$ cat src/rtl/input_vc_arbiter_if.sv
// Handshake bundle between the per-VC input buffers / switch allocator and
// the input VC arbiter. The arbiter connects through the slave modport.
interface input_vc_arbiter_if #(
  parameter int vc_num     = 3,
  parameter int prio_num   = 2,
  parameter int output_num = 8
);
  localparam int v  = vc_num * prio_num;
  localparam int vw = (v > 1) ? $clog2(v) : 1;

  // Upstream side: VC occupancy and head-packet routing info, allocator handshake
  logic [v-1:0]                 i_has_packet;
  logic [v-1:0][output_num-1:0] i_dest;
  logic [v-1:0][vw-1:0]         i_output_vc;
  logic                         i_cts;
  logic                         i_last;

  // Arbiter side: registered request / grant status and latched route
  logic                         o_request;
  logic                         o_granted;
  logic [vw-1:0]                o_selected_vc;
  logic [output_num-1:0]        o_dest;
  logic [vw-1:0]                o_output_vc;

  modport master (
    output i_has_packet, i_dest, i_output_vc, i_cts, i_last,
    input  o_request, o_granted, o_selected_vc, o_dest, o_output_vc
  );

  modport slave (
    input  i_has_packet, i_dest, i_output_vc, i_cts, i_last,
    output o_request, o_granted, o_selected_vc, o_dest, o_output_vc
  );
endinterface

$ cat src/rtl/input_vc_arbiter.sv
// Per-input-port VC arbiter: strict priority across classes, round-robin
// within a class. Holds the selected VC from request through the last beat
// of its packet, then returns to IDLE for one bubble before the next pick.
module input_vc_arbiter #(
  parameter int vc_num     = 3,
  parameter int prio_num   = 2,
  parameter int output_num = 8
) (
  input  logic                clk,
  input  logic                reset,
  input_vc_arbiter_if.slave   bus
);
  localparam int v  = vc_num * prio_num;
  localparam int vw = (v > 1) ? $clog2(v) : 1;
  localparam int pw = (vc_num > 1) ? $clog2(vc_num) : 1;
  localparam int cw = (prio_num > 1) ? $clog2(prio_num) : 1;

  typedef enum logic [1:0] {
    IDLE    = 2'd0,
    REQ     = 2'd1,
    GRANTED = 2'd2
  } state_t;

  state_t        state;
  logic [pw-1:0] rr_ptr [prio_num];
  logic [cw-1:0] sel_class;
  logic [pw-1:0] sel_local;

  logic          found;
  logic [vw-1:0] win_vc;
  logic [cw-1:0] win_class;
  logic [pw-1:0] win_local;

  // Winner search: highest non-empty class, then first requester at or after
  // that class's pointer with an explicit wrap at vc_num.
  always_comb begin
    int loc;
    // NOTE: every variable gets a default before any conditional write, so no latch is inferred.
    found     = 1'b0;
    win_vc    = '0;
    win_class = '0;
    win_local = '0;
    loc       = 0;
    for (int c = prio_num - 1; c >= 0; c--) begin
      for (int k = 0; k < vc_num; k++) begin
        loc = int'(rr_ptr[c]) + k;
        if (loc >= vc_num) loc = loc - vc_num;
        if (!found && bus.i_has_packet[c * vc_num + loc]) begin
          found     = 1'b1;
          win_vc    = vw'(c * vc_num + loc);
          win_class = cw'(c);
          win_local = pw'(loc);
        end
      end
    end
  end

  // Arbiter FSM with registered outputs and per-class round-robin pointers.
  always_ff @(posedge clk or posedge reset) begin
    if (reset) begin
      state             <= IDLE;
      bus.o_request     <= 1'b0;
      bus.o_granted     <= 1'b0;
      bus.o_selected_vc <= '0;
      bus.o_dest        <= '0;
      bus.o_output_vc   <= '0;
      sel_class         <= '0;
      sel_local         <= '0;
      // NOTE: rr_ptr is a handful of flops, not a RAM, so clearing it in reset is intended.
      for (int c = 0; c < prio_num; c++) rr_ptr[c] <= '0;
    end else begin
      // NOTE: non-blocking assignments keep every flop update tied to the same clock edge.
      unique case (state)
        IDLE: begin
          if (found) begin
            state             <= REQ;
            bus.o_request     <= 1'b1;
            bus.o_selected_vc <= win_vc;
            bus.o_dest        <= bus.i_dest[win_vc];
            bus.o_output_vc   <= bus.i_output_vc[win_vc];
            sel_class         <= win_class;
            sel_local         <= win_local;
          end
        end
        REQ: begin
          if (bus.i_cts) begin
            state         <= GRANTED;
            bus.o_request <= 1'b0;
            bus.o_granted <= 1'b1;
          end else if (!bus.i_has_packet[bus.o_selected_vc]) begin
            // Head packet vanished before grant: withdraw, pointer untouched
            state             <= IDLE;
            bus.o_request     <= 1'b0;
            bus.o_selected_vc <= '0;
            bus.o_dest        <= '0;
            bus.o_output_vc   <= '0;
          end
        end
        GRANTED: begin
          if (bus.i_last) begin
            state             <= IDLE;
            bus.o_granted     <= 1'b0;
            bus.o_selected_vc <= '0;
            bus.o_dest        <= '0;
            bus.o_output_vc   <= '0;
            rr_ptr[sel_class] <= (sel_local == pw'(vc_num - 1)) ? '0 : sel_local + 1'b1;
          end
        end
        default: begin
          state         <= IDLE;
          bus.o_request <= 1'b0;
          bus.o_granted <= 1'b0;
        end
      endcase
    end
  end
endmodule

$ cat src/flat_wrapper.sv
// flat-port wrapper written by rule: the top's interface ports become plain ports
module input_vc_arbiter_flat 
#(
  parameter int vc_num     = 3,
  parameter int prio_num   = 2,
  parameter int output_num = 8
)
  (clk, reset, bus_i_has_packet, bus_i_dest, bus_i_output_vc, bus_i_cts, bus_i_last, bus_o_request, bus_o_granted, bus_o_selected_vc, bus_o_dest, bus_o_output_vc);
  input_vc_arbiter_if #(.vc_num(vc_num), .prio_num(prio_num), .output_num(output_num)) bus_i ();
  input  logic clk;
  input  logic reset;
  input wire logic [$bits(bus_i.i_has_packet)-1:0] bus_i_has_packet;
  input wire logic [$bits(bus_i.i_dest)-1:0] bus_i_dest;
  input wire logic [$bits(bus_i.i_output_vc)-1:0] bus_i_output_vc;
  input wire logic [$bits(bus_i.i_cts)-1:0] bus_i_cts;
  input wire logic [$bits(bus_i.i_last)-1:0] bus_i_last;
  output wire logic [$bits(bus_i.o_request)-1:0] bus_o_request;
  output wire logic [$bits(bus_i.o_granted)-1:0] bus_o_granted;
  output wire logic [$bits(bus_i.o_selected_vc)-1:0] bus_o_selected_vc;
  output wire logic [$bits(bus_i.o_dest)-1:0] bus_o_dest;
  output wire logic [$bits(bus_i.o_output_vc)-1:0] bus_o_output_vc;
  assign bus_i.i_has_packet = bus_i_has_packet;
  assign bus_i.i_dest = bus_i_dest;
  assign bus_i.i_output_vc = bus_i_output_vc;
  assign bus_i.i_cts = bus_i_cts;
  assign bus_i.i_last = bus_i_last;
  assign bus_o_request = bus_i.o_request;
  assign bus_o_granted = bus_i.o_granted;
  assign bus_o_selected_vc = bus_i.o_selected_vc;
  assign bus_o_dest = bus_i.o_dest;
  assign bus_o_output_vc = bus_i.o_output_vc;
  input_vc_arbiter #(.vc_num(vc_num), .prio_num(prio_num), .output_num(output_num)) u_core (.clk(clk), .reset(reset), .bus(bus_i));
endmodule
$ cat config.mk
export PLATFORM = sky130hd
export DESIGN_NAME = input_vc_arbiter_flat
export DESIGN_NICKNAME = d
export VERILOG_FILES = /design/src/rtl/input_vc_arbiter_if.sv /design/src/rtl/input_vc_arbiter.sv /design/src/flat_wrapper.sv
export SDC_FILE = /design/constraint.sdc
export NUM_CORES = 1
export LEC_CHECK = 0
export ABC_CLOCK_PERIOD_IN_PS = 3000
export BUFFER_PORTS_ARGS = -buffer_cell sky130_fd_sc_hd__buf_4
export CAP_MARGIN = 20
export CORE_MARGIN = 3
export CORE_UTILIZATION = 39
export CTS_BUF_LIST = sky130_fd_sc_hd__clkbuf_8
export CTS_CLUSTER_DIAMETER = 30
export DETAILED_ROUTE_END_ITERATION = 10
export PLACE_DENSITY_LB_ADDON = 0.25
export SLEW_MARGIN = 20
export SYNTH_ARGS = -nofsm -noshare
export SYNTH_HDL_FRONTEND = slang
export SYNTH_SLANG_ARGS = --single-unit
$ cat constraint.sdc
create_clock -name clk -period 3 [get_ports clk]
set_input_delay 0.15 -clock clk [delete_from_list [all_inputs] [get_ports clk]]
set_output_delay 0.15 -clock clk [all_outputs]
set_load 0.02 [all_outputs]
======== Word level (Yosys, flattened, before mapping) ========
Cells that the tools add are included.
storage, ports and cells
  register bits after elaboration ......... 25
  input bits .............................. 76
  output and inout port bits .............. 16
  word-level logic and storage cells ...... 150
operators by class
  $add $sub $neg .......................... 14
  magnitude comparators ................... 16
  equality and inequality tests ........... 9
  mux-type cells .......................... 79
  bitwise logic cells ..................... 3
  reductions and logical operators ........ 19
operator list
  cell                                                                number
  < comparator 32 x 5 -> 1 bit, second input constant                 6
  two-way mux 32 bit                                                  6
  greater-or-equal comparator 32 x 3 -> 1 bit, second input constant  4
  subtractor 32 x 3 -> 32 bit, second input constant                  4
  adder 3 x 32 -> 32 bit, first input constant                        3
  two-way mux 8 bit                                                   5
  two-way mux 3 bit                                                   12
  two-way mux 1 bit                                                   27
  binary-select mux 8 bit (select 3 bit)                              1
  two-way mux 2 bit                                                   12
  one-hot mux 8 bit (3 select lines)                                  1
  binary-select mux 1 bit (select 3 bit)                              7
  one-hot mux 3 bit (3 select lines)                                  2
  binary-select mux 3 bit (select 3 bit)                              1
  AND reduction 3 bit                                                 3
  < comparator 3 x 4 -> 1 bit, second input constant                  2
  inequality test 2 bit, second input constant                        4
  adder 2 x 1 -> 3 bit, second input constant                         2
  adder 2 x 2 -> 3 bit, second input constant                         2
  greater-or-equal comparator 2 bit, second input constant            3
  logical AND 1 bit                                                   6
  one-hot mux 1 bit (3 select lines)                                  2
  one-hot mux 2 bit (3 select lines)                                  1
  subtractor 2 x 2 -> 3 bit, second input constant                    2
  15 further kinds                                                    22

======== Depth between registers and ports, before layout ========
  depth in word-level cells ............... 26
  gate-level depth with buffers ........... 14
  depth with buffers taken out ............ 10

======== Worst setup path after synthesis ========
Ideal clock, no wire load.
  path kind ............................... register to register
  start point ............................. register u_core.rr_ptr[0] in the netlist's numbering
  end point ............................... register u_core.bus.o_dest[0]
  setup time .............................. 133 ps
  arrival time ............................ 2,942 ps
  required time ........................... 2,867 ps
  setup slack ............................. -76 ps
  stages on the path, launching flop included .. 13
  path buffers ............................ 3
  period minus slack after synthesis ...... 3,076 ps
  path through ............................ dfrtp_1 -> inv_1 -> ha_1 -> buf_6 -> mux2_4 -> a222oi_1 -> buf_4 -> o2111ai_1 -> o211ai_2 -> buf_6 -> mux2_2 -> o211ai_1 -> o211ai_1
between the ends
  longest elaborated chain between the ends .. 26
  elaborated cells on any way between the ends .. 51
  classes of those cells .................. 8 x add/sub; 3 x order compare; 1 x eq/ne; 28 x mux; 11 x reduce/logical
RTL lines
  item                                                                                  line                       RTL
  from (decl)                                                                           input_vc_arbiter.sv:25     logic [pw-1:0] rr_ptr [prio_num];
  from (signal, indexed assignment)                                                     input_vc_arbiter.sv:106    rr_ptr[sel_class] <= (sel_local == pw'(vc_num - 1)) ? '0 : sel_local + 1'b1;
  parallel branches: the longest is 26 deep, another holds subtractor 32 x 3 -> 32 bit  --
  to (signal assigned)                                                                  input_vc_arbiter.sv:79     bus.o_dest <= bus.i_dest[win_vc];
  to (decl)                                                                             input_vc_arbiter_if.sv:32  output o_request, o_granted, o_selected_vc, o_dest, o_output_vc
Several ways; the timed one is not identified. The select of a mux whose other input is x is not followed.
A chain may end at the register's enable or synchronous reset.

======== Worst setup path after layout ========
  start point ............................. register u_core.rr_ptr[0] in the netlist's numbering
  end point ............................... register u_core.bus.o_dest[1]
The elaborated chain is that of the path after synthesis.

==> out/qor.yml <==
routing:
  drt_wl_total_microns: 8444
  vias_per_cell: 5.705
  route.detailed.drc: 0
  route.detailed.wl_per_inst_microns: 18.04
  first_iter_violations: 198
  drtAntennaViolNets: 0
  num_vias: 2670
  first_pass_iters: 5
final_layout:
  fin_cells: 468
  layout_common_cells: "buf_4 (127), nand2_1 (32), mux2i_1 (29)"
  post-route-util_pct: 61.00
  nets: 483
  final_cell_area_sq_mm: 0.003740
  layout_commonest_cell: "buf_4"
  fillers: 528
  diodes: 0
  drive_above_1_share_pct: 47.07
  area_delta_synth_final_pct: 46.30
sta:
  period_needed_ns: 3.107
  setup_viol_count_final: 11
  fin_ws_ns: -0.1072
  tightestPinTransition_ns: 0.9141
  tns_ns: -0.8518
  holdWs_ns: -0.05603
  fmax_mhz: 321.8
  slew_viol_final: 0
  finClkSkew_ns: 0.005720
  slew_headroom_pct: 38.68
  rsz0062_at_grt: "true"
  timing.final.crit_share_pct: 103.6
  final_hold_viol_count: 25
power_and_ir_drop:
  p_per_area_mw_per_mm2: 1349
  ir_drop_mv: 0.8791
  leakagePower_uw: 0.001808
cts:
  insertion_delay_ns: 0.28
  cts_max_level: 1
  cts_buffers: 3
  clk_transition_reported_paths_ns: 0.10
  cts_tree: "yes"
  ctsLongestPathBuffers: 2
  hold_buffers: 0
  clkSinkCount: 25
  clockRootBuffer: "clkbuf_8"
setup_path:
  worst_setup_path_end_kind: "register"
  critPathKind: "register to register"
  critPathArrivalTime_ns: 3.27
  crit_fanout: 6
  cp-start-kind: "register"
  cp.required_ns: 3.16
synthesis:
  postSynthNetCount: 357
  synth.avg_cell_area_sq_um: 9.538
  yosysTopAreaCellShare_pct: 24.47
  seq_area_frac_synth_pct: 24.47
  synth_edf_count: 0
  synth_ff_type: "dfrtp_1"
  synth-seq-cells: 25
  synth_area_leader_cell: "dfrtp_1"
  synth_area_leaders: "dfrtp_1 (24%), mux2i_1 (11%), mux2_2 (7.0%)"
  synth-async-reset-ratio_pct: 100.0
  synthesis.area_sq_mm: 0.002556
  yosysWarnings: 0
  netlist_instances: 268
  synthDistinctLibCells: 58
placed_design:
  dpl_cell_area_sq_mm: 0.003463
  detailed_place_hpwl_microns: 6275
  dpl.cell_count: 449
  port_buffers: 91
  globalplace.congestion: 0.8854
hold_path:
  hold_class: "input pin to asynchronous set/reset pin"
outcome:
  status: "finished with violations"
  violations: "hold timing, setup timing"
job:
  cap_violations: 0
global_routing:
  grt_pass1_wl_microns: 13050
  gr-total-overflow: 0
  grt_usage_pct: 21.73
  grt_max_degree: 26
  grt_pass1_vias: 2710
  antenna_found_initial: 0
die:
  dieArea_sq_mm: 0.007562
  die_w_microns: 86.96
  io_pins: 92
  num_rows: 28
  initial_utilization_pct: 41.69
  dieHeight_microns: 86.96
  coreArea_sq_mm: 0.006131
## critical path, cell delays in order, from the launching register on
cell	delay [ns]
dfrtp_1	0.39
inv_2	0.07
ha_4	0.29
mux2_4	0.30
a222oi_1	0.42
buf_4	0.23
o2111ai_4	0.15
o211ai_4	0.24
buf_4	0.15
clkbuf_16	0.14
mux2_2	0.33
o211ai_1	0.17
o211ai_1	0.11
## power breakdown
part / internal, uW / switching (uW) / total (uW)
Clock: 94.6 / 125 / 220
Combinational: 2090 / 2110 / 4210
Sequential: 502 / 119 / 622
## per-stage QoR
| step | total power [uW] | setup slack [ns] |
|---|---|---|
| 5_1_grt | 5425 | -0.2582 |
| 4_1_cts | 4556 | 0.02489 |
| 6_report | 5047 | -0.1072 |
| 3_3_place_gp | 4060 | 0.02781 |
| 3_5_place_dp | 4118 | -0.04707 |
| 2_1_floorplan | 3247 | -0.04838 |
## kinds of logic after synthesis
logic type	count (synthesis)	share of synthesized area [%]
fa+ha+maj	13	6.363
compound gates	64	20.22
flops	25	24.47
mux	55	24.72
buf+inv	27	6.363
simple gates	84	17.87
## synth_stat cells (2+ instances only)
| cell | n |
|---|---|
| nor2_1 | 8 |
| a21o_1 | 4 |
| a211oi_1 | 3 |
| mux2i_1 | 29 |
| mux2_1 | 5 |
| and2_1 | 4 |
| o21ai_1 | 3 |
| nand2b_1 | 3 |
| clkbuf_1 | 5 |
| inv_1 | 12 |
| o31ai_1 | 3 |
| or2_2 | 2 |
| a21oi_1 | 5 |
| o21ai_0 | 4 |
| mux4_2 | 4 |
| nor3_1 | 3 |
| nor2b_1 | 3 |
| ha_1 | 13 |
| dfrtp_1 | 25 |
| buf_2 | 3 |
| nand3_1 | 14 |
| nand2_1 | 32 |
| o211ai_2 | 3 |
| buf_6 | 5 |
| nand3b_1 | 2 |
| o211ai_1 | 21 |
| mux2_2 | 16 |
| and3_1 | 4 |
## final timing paths
check                                                 startpoint                               end  slack (ns)  cells past startpoint
worst min-delay path                                       reset       u_core.state[0]$_DFFE_PP0P_       -0.06                      2
worst max register to register      u_core.rr_ptr[0]$_DFFE_PP0P_  u_core.bus.o_dest[1]$_DFFE_PP0P_       -0.11                     12
max in group asynchronous                                  reset      u_core.rr_ptr[2]$_DFFE_PP0P_        2.59                      2
min in group clk                                       bus_i_cts  u_core.bus.o_granted$_DFFE_PP0P_        0.16                      3
worst min register to register  u_core.bus.o_request$_DFFE_PP0P_  u_core.bus.o_request$_DFFE_PP0P_        0.51                      1
worst max-delay path                u_core.rr_ptr[0]$_DFFE_PP0P_  u_core.bus.o_dest[1]$_DFFE_PP0P_       -0.11                     12
## final cells by class
type | count | area, sq um | area share (%)
clock buffer | 3 | 41.29 | 1.104
inverter | 12 | 45.04 | 1.204
multi-input combinational | 219 | 1878 | 50.22
tap | 75 | 93.84 | 2.509
sequential | 25 | 626.9 | 16.76
timing repair buffer | 133 | 1047 | 28.00
clock inverter | 1 | 7.507 | 0.2007
## sequential cells by signal, indices dropped and copies added (netlist names)
name / count
u_core.bus.o_selected_vc: 3
u_core.rr_ptr: 4
u_core.bus.o_output_vc: 3
u_core.sel_class: 1
u_core.sel_local: 2
u_core.bus.o_request: 1
u_core.state: 2
u_core.bus.o_granted: 1
u_core.bus.o_dest: 8
## routing by layer
| metal | track usage, % | vias up | part of all wire [%] | wire, microns |
|---|---|---|---|---|
| met4 | 5.241 | 0 | 1.5 | 125 |
| li1 | - | 1272 | - | - |
| met1 | 27.06 | 1261 | 39 | 3305 |
| met3 | 4.068 | 13 | 7.5 | 631 |
| met2 | 38.51 | 124 | 52 | 4381 |
| met5 | 0 | - | 0 | 0 |
## timing repair
| action | 4_1_cts | 5_1_grt |
|---|---|---|
| resized for setup | 2 | 19 |
| gates cloned | 1 | 6 |
| buffers inserted | 3 | 5 |
| pin swaps | 1 | 17 |
| endpoints found under the setup margin | 11 | 12 |
(Power assumes the default switching activity.)
